## config.mk

```make
export PLATFORM = sky130hd
export DESIGN_NAME = cnn_maxpool2x2
export DESIGN_NICKNAME = d
export VERILOG_FILES = /design/src/rtl/cnn_maxpool2x2_pkg.sv /design/src/rtl/cnn_maxpool2x2_row_buffer.sv /design/src/rtl/cnn_maxpool2x2.sv
export SDC_FILE = /design/constraint.sdc
export NUM_CORES = 1
export LEC_CHECK = 0
export ABC_CLOCK_PERIOD_IN_PS = 5300
export CORE_AREA = 2 2 73 145
export CTS_BUF_LIST = sky130_fd_sc_hd__clkbuf_8
export CTS_CLUSTER_SIZE = 28
export DETAILED_ROUTE_END_ITERATION = 8
export DIE_AREA = 0 0 75 147
export MAX_ROUTING_LAYER = met4
export REMOVE_ABC_BUFFERS = 1
export SLEW_MARGIN = 30
export SYNTH_ARGS = -nofsm -noshare
export SYNTH_HDL_FRONTEND = slang
export SYNTH_HIERARCHICAL = 1
export SYNTH_SLANG_ARGS = --single-unit
```

## constraint.sdc

```tcl
create_clock -name clk -period 5.3 [get_ports clk]
set_input_delay 1.06 -clock clk [delete_from_list [all_inputs] [get_ports clk]]
set_output_delay 1.06 -clock clk [all_outputs]
set_load 0.01 [all_outputs]
```

## src/rtl/cnn_maxpool2x2_pkg.sv

```systemverilog
// cnn_maxpool2x2_pkg: pooling window size and row-phase states for the 2x2 max-pool stage.
package cnn_maxpool2x2_pkg;
  localparam int POOL_K = 2;
  typedef enum logic {ROW_EVEN = 1'b0, ROW_ODD = 1'b1} row_state_t;
endpackage

```

## src/rtl/cnn_maxpool2x2_row_buffer.sv

```systemverilog
// pool_row_buffer: one even-row's worth of horizontal pair maxima, sync write / async read.
module pool_row_buffer #(
  parameter int W  = 16,
  parameter int D  = 2,
  parameter int AW = D > 1 ? $clog2(D) : 1
) (
  input  logic          clk,
  input  logic          we,
  input  logic [AW-1:0] addr,
  input  logic [W-1:0]  wdata,
  output logic [W-1:0]  rdata
);
  logic [W-1:0] mem [D];
  always_ff @(posedge clk)
    if (we) mem[addr] <= wdata;
  assign rdata = mem[addr];
endmodule

```

## src/rtl/cnn_maxpool2x2.sv

```systemverilog
// cnn_maxpool2x2: 2x2 stride-2 unsigned max-pool over a raster CO-channel fmap stream.
module cnn_maxpool2x2
  import cnn_maxpool2x2_pkg::*;
#(
  parameter int CO    = 2,
  parameter int DW    = 8,
  parameter int IMG_W = 4,
  parameter int IMG_H = 4
) (
  input  logic             clk,
  input  logic             reset_n,
  input  logic             i_clear,
  input  logic             i_in_valid,
  input  logic [CO*DW-1:0] i_in_fmap,
  output logic             o_ot_valid,
  output logic [CO*DW-1:0] o_ot_fmap,
  output logic             o_frame_done
);
  localparam int BD = IMG_W / POOL_K;
  localparam int AW = BD > 1 ? $clog2(BD) : 1;
  localparam int CW = $clog2(IMG_W);
  localparam int RW = $clog2(IMG_H);
  row_state_t state, state_nxt;
  logic [CW-1:0] col;
  logic [RW-1:0] row;
  logic [CO*DW-1:0] hold, pair_max, quad_max, rbuf;
  logic last_col, last_row, take, buf_we;
  function automatic logic [DW-1:0] max2(input logic [DW-1:0] a, input logic [DW-1:0] b);
    return a > b ? a : b;
  endfunction
  assign last_col = col == CW'(IMG_W - 1);
  assign last_row = row == RW'(IMG_H - 1);
  assign take     = i_in_valid && !i_clear;
  assign buf_we   = take && col[0] && state == ROW_EVEN;
  for (genvar c = 0; c < CO; c++) begin : g_max
    assign pair_max[c*DW +: DW] = max2(hold[c*DW +: DW], i_in_fmap[c*DW +: DW]);
    assign quad_max[c*DW +: DW] = max2(pair_max[c*DW +: DW], rbuf[c*DW +: DW]);
  end
  pool_row_buffer #(.W(CO*DW), .D(BD), .AW(AW)) u_row_buffer (
    .clk   (clk),
    .we    (buf_we),
    .addr  (AW'(col >> 1)),
    .wdata (pair_max),
    .rdata (rbuf)
  );
  // the last row of an odd-height frame is even-phase, so the frame wrap always lands in ROW_EVEN
  always_comb begin
    state_nxt = state;
    if (i_clear) state_nxt = ROW_EVEN;
    else if (i_in_valid && last_col)
      state_nxt = (state == ROW_EVEN && !last_row) ? ROW_ODD : ROW_EVEN;
  end
  always_ff @(posedge clk or negedge reset_n)
    if (!reset_n) state <= ROW_EVEN;
    else state <= state_nxt;
  always_ff @(posedge clk or negedge reset_n)
    if (!reset_n) begin
      col          <= '0;
      row          <= '0;
      hold         <= '0;
      o_ot_valid   <= 1'b0;
      o_ot_fmap    <= '0;
      o_frame_done <= 1'b0;
    end else begin
      o_ot_valid   <= 1'b0;
      o_frame_done <= 1'b0;
      if (i_clear) begin
        col <= '0;
        row <= '0;
      end else if (i_in_valid) begin
        col <= last_col ? '0 : col + 1'b1;
        if (last_col) begin
          row          <= last_row ? '0 : row + 1'b1;
          o_frame_done <= last_row;
        end
        if (!col[0]) hold <= i_in_fmap;
        else if (state == ROW_ODD) begin
          o_ot_fmap  <= quad_max;
          o_ot_valid <= 1'b1;
        end
      end
    end
endmodule

```

==> flow_summary_export.csv <==
group,metric,value,unit
sta,fin_crit_sh,81.55,%
logic_synthesis,async_reset_ff_share,54.93,%
sta,fmax,0.2314,GHz
sta,fin_crit,4.322,ns
critical_path,worstPathArrival,4.56,ns
place,place_congestion,0.7897,
logic_synthesis,yosysWarnings,6,
logic_synthesis,seq_area_frac_synth,49.70,%
place,hpwl,5.297,mm
sta,worst_pin_slew,0.5836,ns
logic_synthesis,synth.most_common_cell,"dfrtp_1",
routing,routedWlPerCell,15.02,um
pwr,vdd_drop_max,0.2373,mV
sta,report.final.slew_viol_count,0,
pwr,internal_power,1.039,mW
sta,rsz0062_at_grt,"no",
logic_synthesis,synth.avg_cell_area,12.37,um^2
clock_network,postCtsHoldBufs,0,
routing,firstDrtPassIters,4,
floorplan,die_w,75,um
cells_and_area,antennaDiodeCount,0,
routing,routed_wl,7.434,mm
logic_synthesis,synth_area,3897,um^2
logic_synthesis,synthTopCellsByArea,"dfrtp_1, edfxtp_1, ha_1",
global_routing,grt_usage,15.46,%
clock_network,cts_resized,0,
routing,antenna_left,0,
global_routing,grt_first_pass_wirelength,12.52,mm
logic_synthesis,synth_cells,315,
routing,drc,0,
clock_network,htreeDepth,3,
clock_network,numCtsBuffers,9,
cells_and_area,syn2layout_area_growth,17.11,%
global_routing,grt_pass1_vias,2575,
logic_synthesis,synth_edf_count,32,
pwr,sw_frac_of_total,29.21,%
clock_network,clockRootBuffer,"clkbuf_8",
logic_synthesis,synthTopCellsByCount,"dfrtp_1, ha_1, edfxtp_1, inv_1, mux2_2",
logic_synthesis,synth_cell_type_count,33,
floorplan,core,9955,um^2
floorplan,io_pins,38,
sta,hold_violations,0,
critical_path,required,5.54,ns
cells_and_area,final_nets,409,
sta,relSlewSlack,60.86,%
hold_path,hp-class,"register to register",
flow_run,cap_violations,0,
global_routing,antenna_found_initial,0,
logic_synthesis,yosysTopAreaCell,"dfrtp_1",
logic_synthesis,ys_seq_elements,71,
critical_path,critPathSlowestCell,"clkdlybuf4s50_1",
sta,skew,0.006093,ns
critical_path,cp_max_fo,16,
run_status,status,"finished clean",
pwr,p_leak,1.953,nW
clock_network,cts_buffer_depth,2,
pwr,power_frac_seq,45.0,%
routing,viasPerCell,5.065,
critical_path,ff2ff_setup_slack,1.86,ns
logic_synthesis,netlist.area_leader.share,25.04,%
place,portBuffers,37,
critical_path,cp_top_family,"compound AO/OA/AOI/OAI gates",
floorplan,fp.dieH,147,um
sta,setup_viol,0,
cells_and_area,drive_above_1_share,22.78,%
critical_path,start_kind,"primary input",
global_routing,grt_max_degree,40,
pwr,power.switching,0.4288,mW
critical_path,end_kind,"register",
clock_network,cts.sinks,71,
floorplan,die_area,11030,um^2
clock_network,clk_pin_slew,0.07,ns
critical_path,critical_path.max_stage_delay,0.51,ns
pwr,p_comb_share,26.9,%
logic_synthesis,synthFlopType,"dfrtp_1",
global_routing,gr-total-overflow,0,
routing,routed-via-count,2507,
critical_path,crit_type,"primary input to register",
pwr,pwr-share-clk,28.1,%
pwr,p_per_area,321.7,nW/um^2
clock_network,clk_latency,0.35,ns
critical_path,crit_buf_inv,2,
sta,fin_tns_setup,0,ns
critical_path,cp_cell_sequence,"clkdlybuf4s50_1, inv_1, ha_1, nor2b_1, o211ai_1, a21oi_2, o22ai_4, mux2_2, ha_1, nor2b_1, o211ai_1, a21oi_1, o22a_1, o31ai_1, a31o_2",
clock_network,cts_tree,"yes",
routing,drt_iter0_drc,186,
floorplan,core.rowCount,52,
pwr,finalPower,1.468,mW
floorplan,initial_core_util,39.15,%
clock_network,cts_setup_buffers,0,
kinds of logic (layout without fill, tap and decap cells):
logic type	count (synthesis)	after routing	share of synthesized area (%)
mux	48	48	15.18
simple gates	56	56	6.902
compound gates	63	63	12.13
fa+ha+maj	34	34	10.91
flops	71	71	49.70
buf+inv	43	88	5.168
final timing paths:
path,startpoint,to,cells past startpoint
min reg2reg,o_ot_fmap[0],o_ot_fmap[0],2
max,i_in_fmap[9],o_ot_fmap[13],15
min,o_ot_fmap[0],o_ot_fmap[0],2
min in group asynchronous,reset_n,o_ot_fmap[10],1
max reg2reg,hold[9],o_ot_fmap[13],13
max in group asynchronous,reset_n,col[1],1
layout by cell type, fill, tap and decap left out, types with 3 or more instances in the layout:
| master | instances |
|---|---|
| a21oi_1 | 17 |
| a31o_2 | 13 |
| buf_4 | 3 |
| clkbuf_8 | 10 |
| clkdlybuf4s50_1 | 36 |
| dfrtp_1 | 38 |
| edfxtp_1 | 32 |
| ha_1 | 34 |
| inv_1 | 35 |
| mux2_2 | 29 |
| mux2_4 | 15 |
| mux2i_1 | 4 |
| nand2_1 | 27 |
| nand4_1 | 8 |
| nor2_1 | 6 |
| nor2b_1 | 6 |
| o211ai_1 | 4 |
| o21ai_0 | 6 |
| o31ai_1 | 14 |
power by group through the flow:
| stage | Combinational, mW | Clock [mW] | Sequential [mW] |
|---|---|---|---|
| after global placement | 0.380 | 0 | 0.669 |
| after CTS | 0.400 | 0.427 | 0.661 |
| after floorplan | 0.283 | 0 | 0.666 |
| final | 0.395 | 0.413 | 0.661 |
| after detailed placement | 0.398 | 0 | 0.672 |
| after global routing | 0.446 | 0.450 | 0.666 |
sequential cells by signal, indices dropped and copies added, names as in the netlist:
signal            cells
u_row_buffer/mem     32
hold                 16
o_ot_fmap            16
col                   2
row                   2
o_frame_done          1
o_ot_valid            1
state                 1
through the flow:
stage	instances	utilization [%]	hold slack, ns	setup slack [ns]	instance area [um^2]
after floorplan	305	-	0.5000	1.495	3820
after global placement	479	43.89	0.4868	0.7266	4369
after detailed placement	479	43.89	0.4989	0.6175	4369
after CTS	495	45.81	0.5238	0.9924	4561
after global routing	495	45.85	0.5445	0.7436	4564
final	495	45.85	0.5130	0.9777	4564
area by class of cell:
class,count,area (um^2)
multi-input cells,201,1759
fillers,929,5390
well taps,135,168.9
clock buffers,10,137.6
flip-flops and latches,71,1938
inverters,33,123.9
repair buffers,39,382.9
clock inverters,6,53.80
per-layer routing:
layer,global-route usage [%],part of all wire (%),vias up
met5,-,0,-
met4,6.250,2.4,0
met3,3.704,3.3,14
met2,23.86,50,43
met1,19.18,44,1221
li1,-,-,1229
tightest hold or removal path: cells and delay by family, from the launching register on:
| family | cells | cell delay [ns] |
|---|---|---|
| AO/OA/AOI/OAI | 1 | 0.06 |
| flip-flops | 1 | 0.35 |
| AND/OR/NAND/NOR | 1 | 0.07 |
Power figures use the tool's default switching activity.
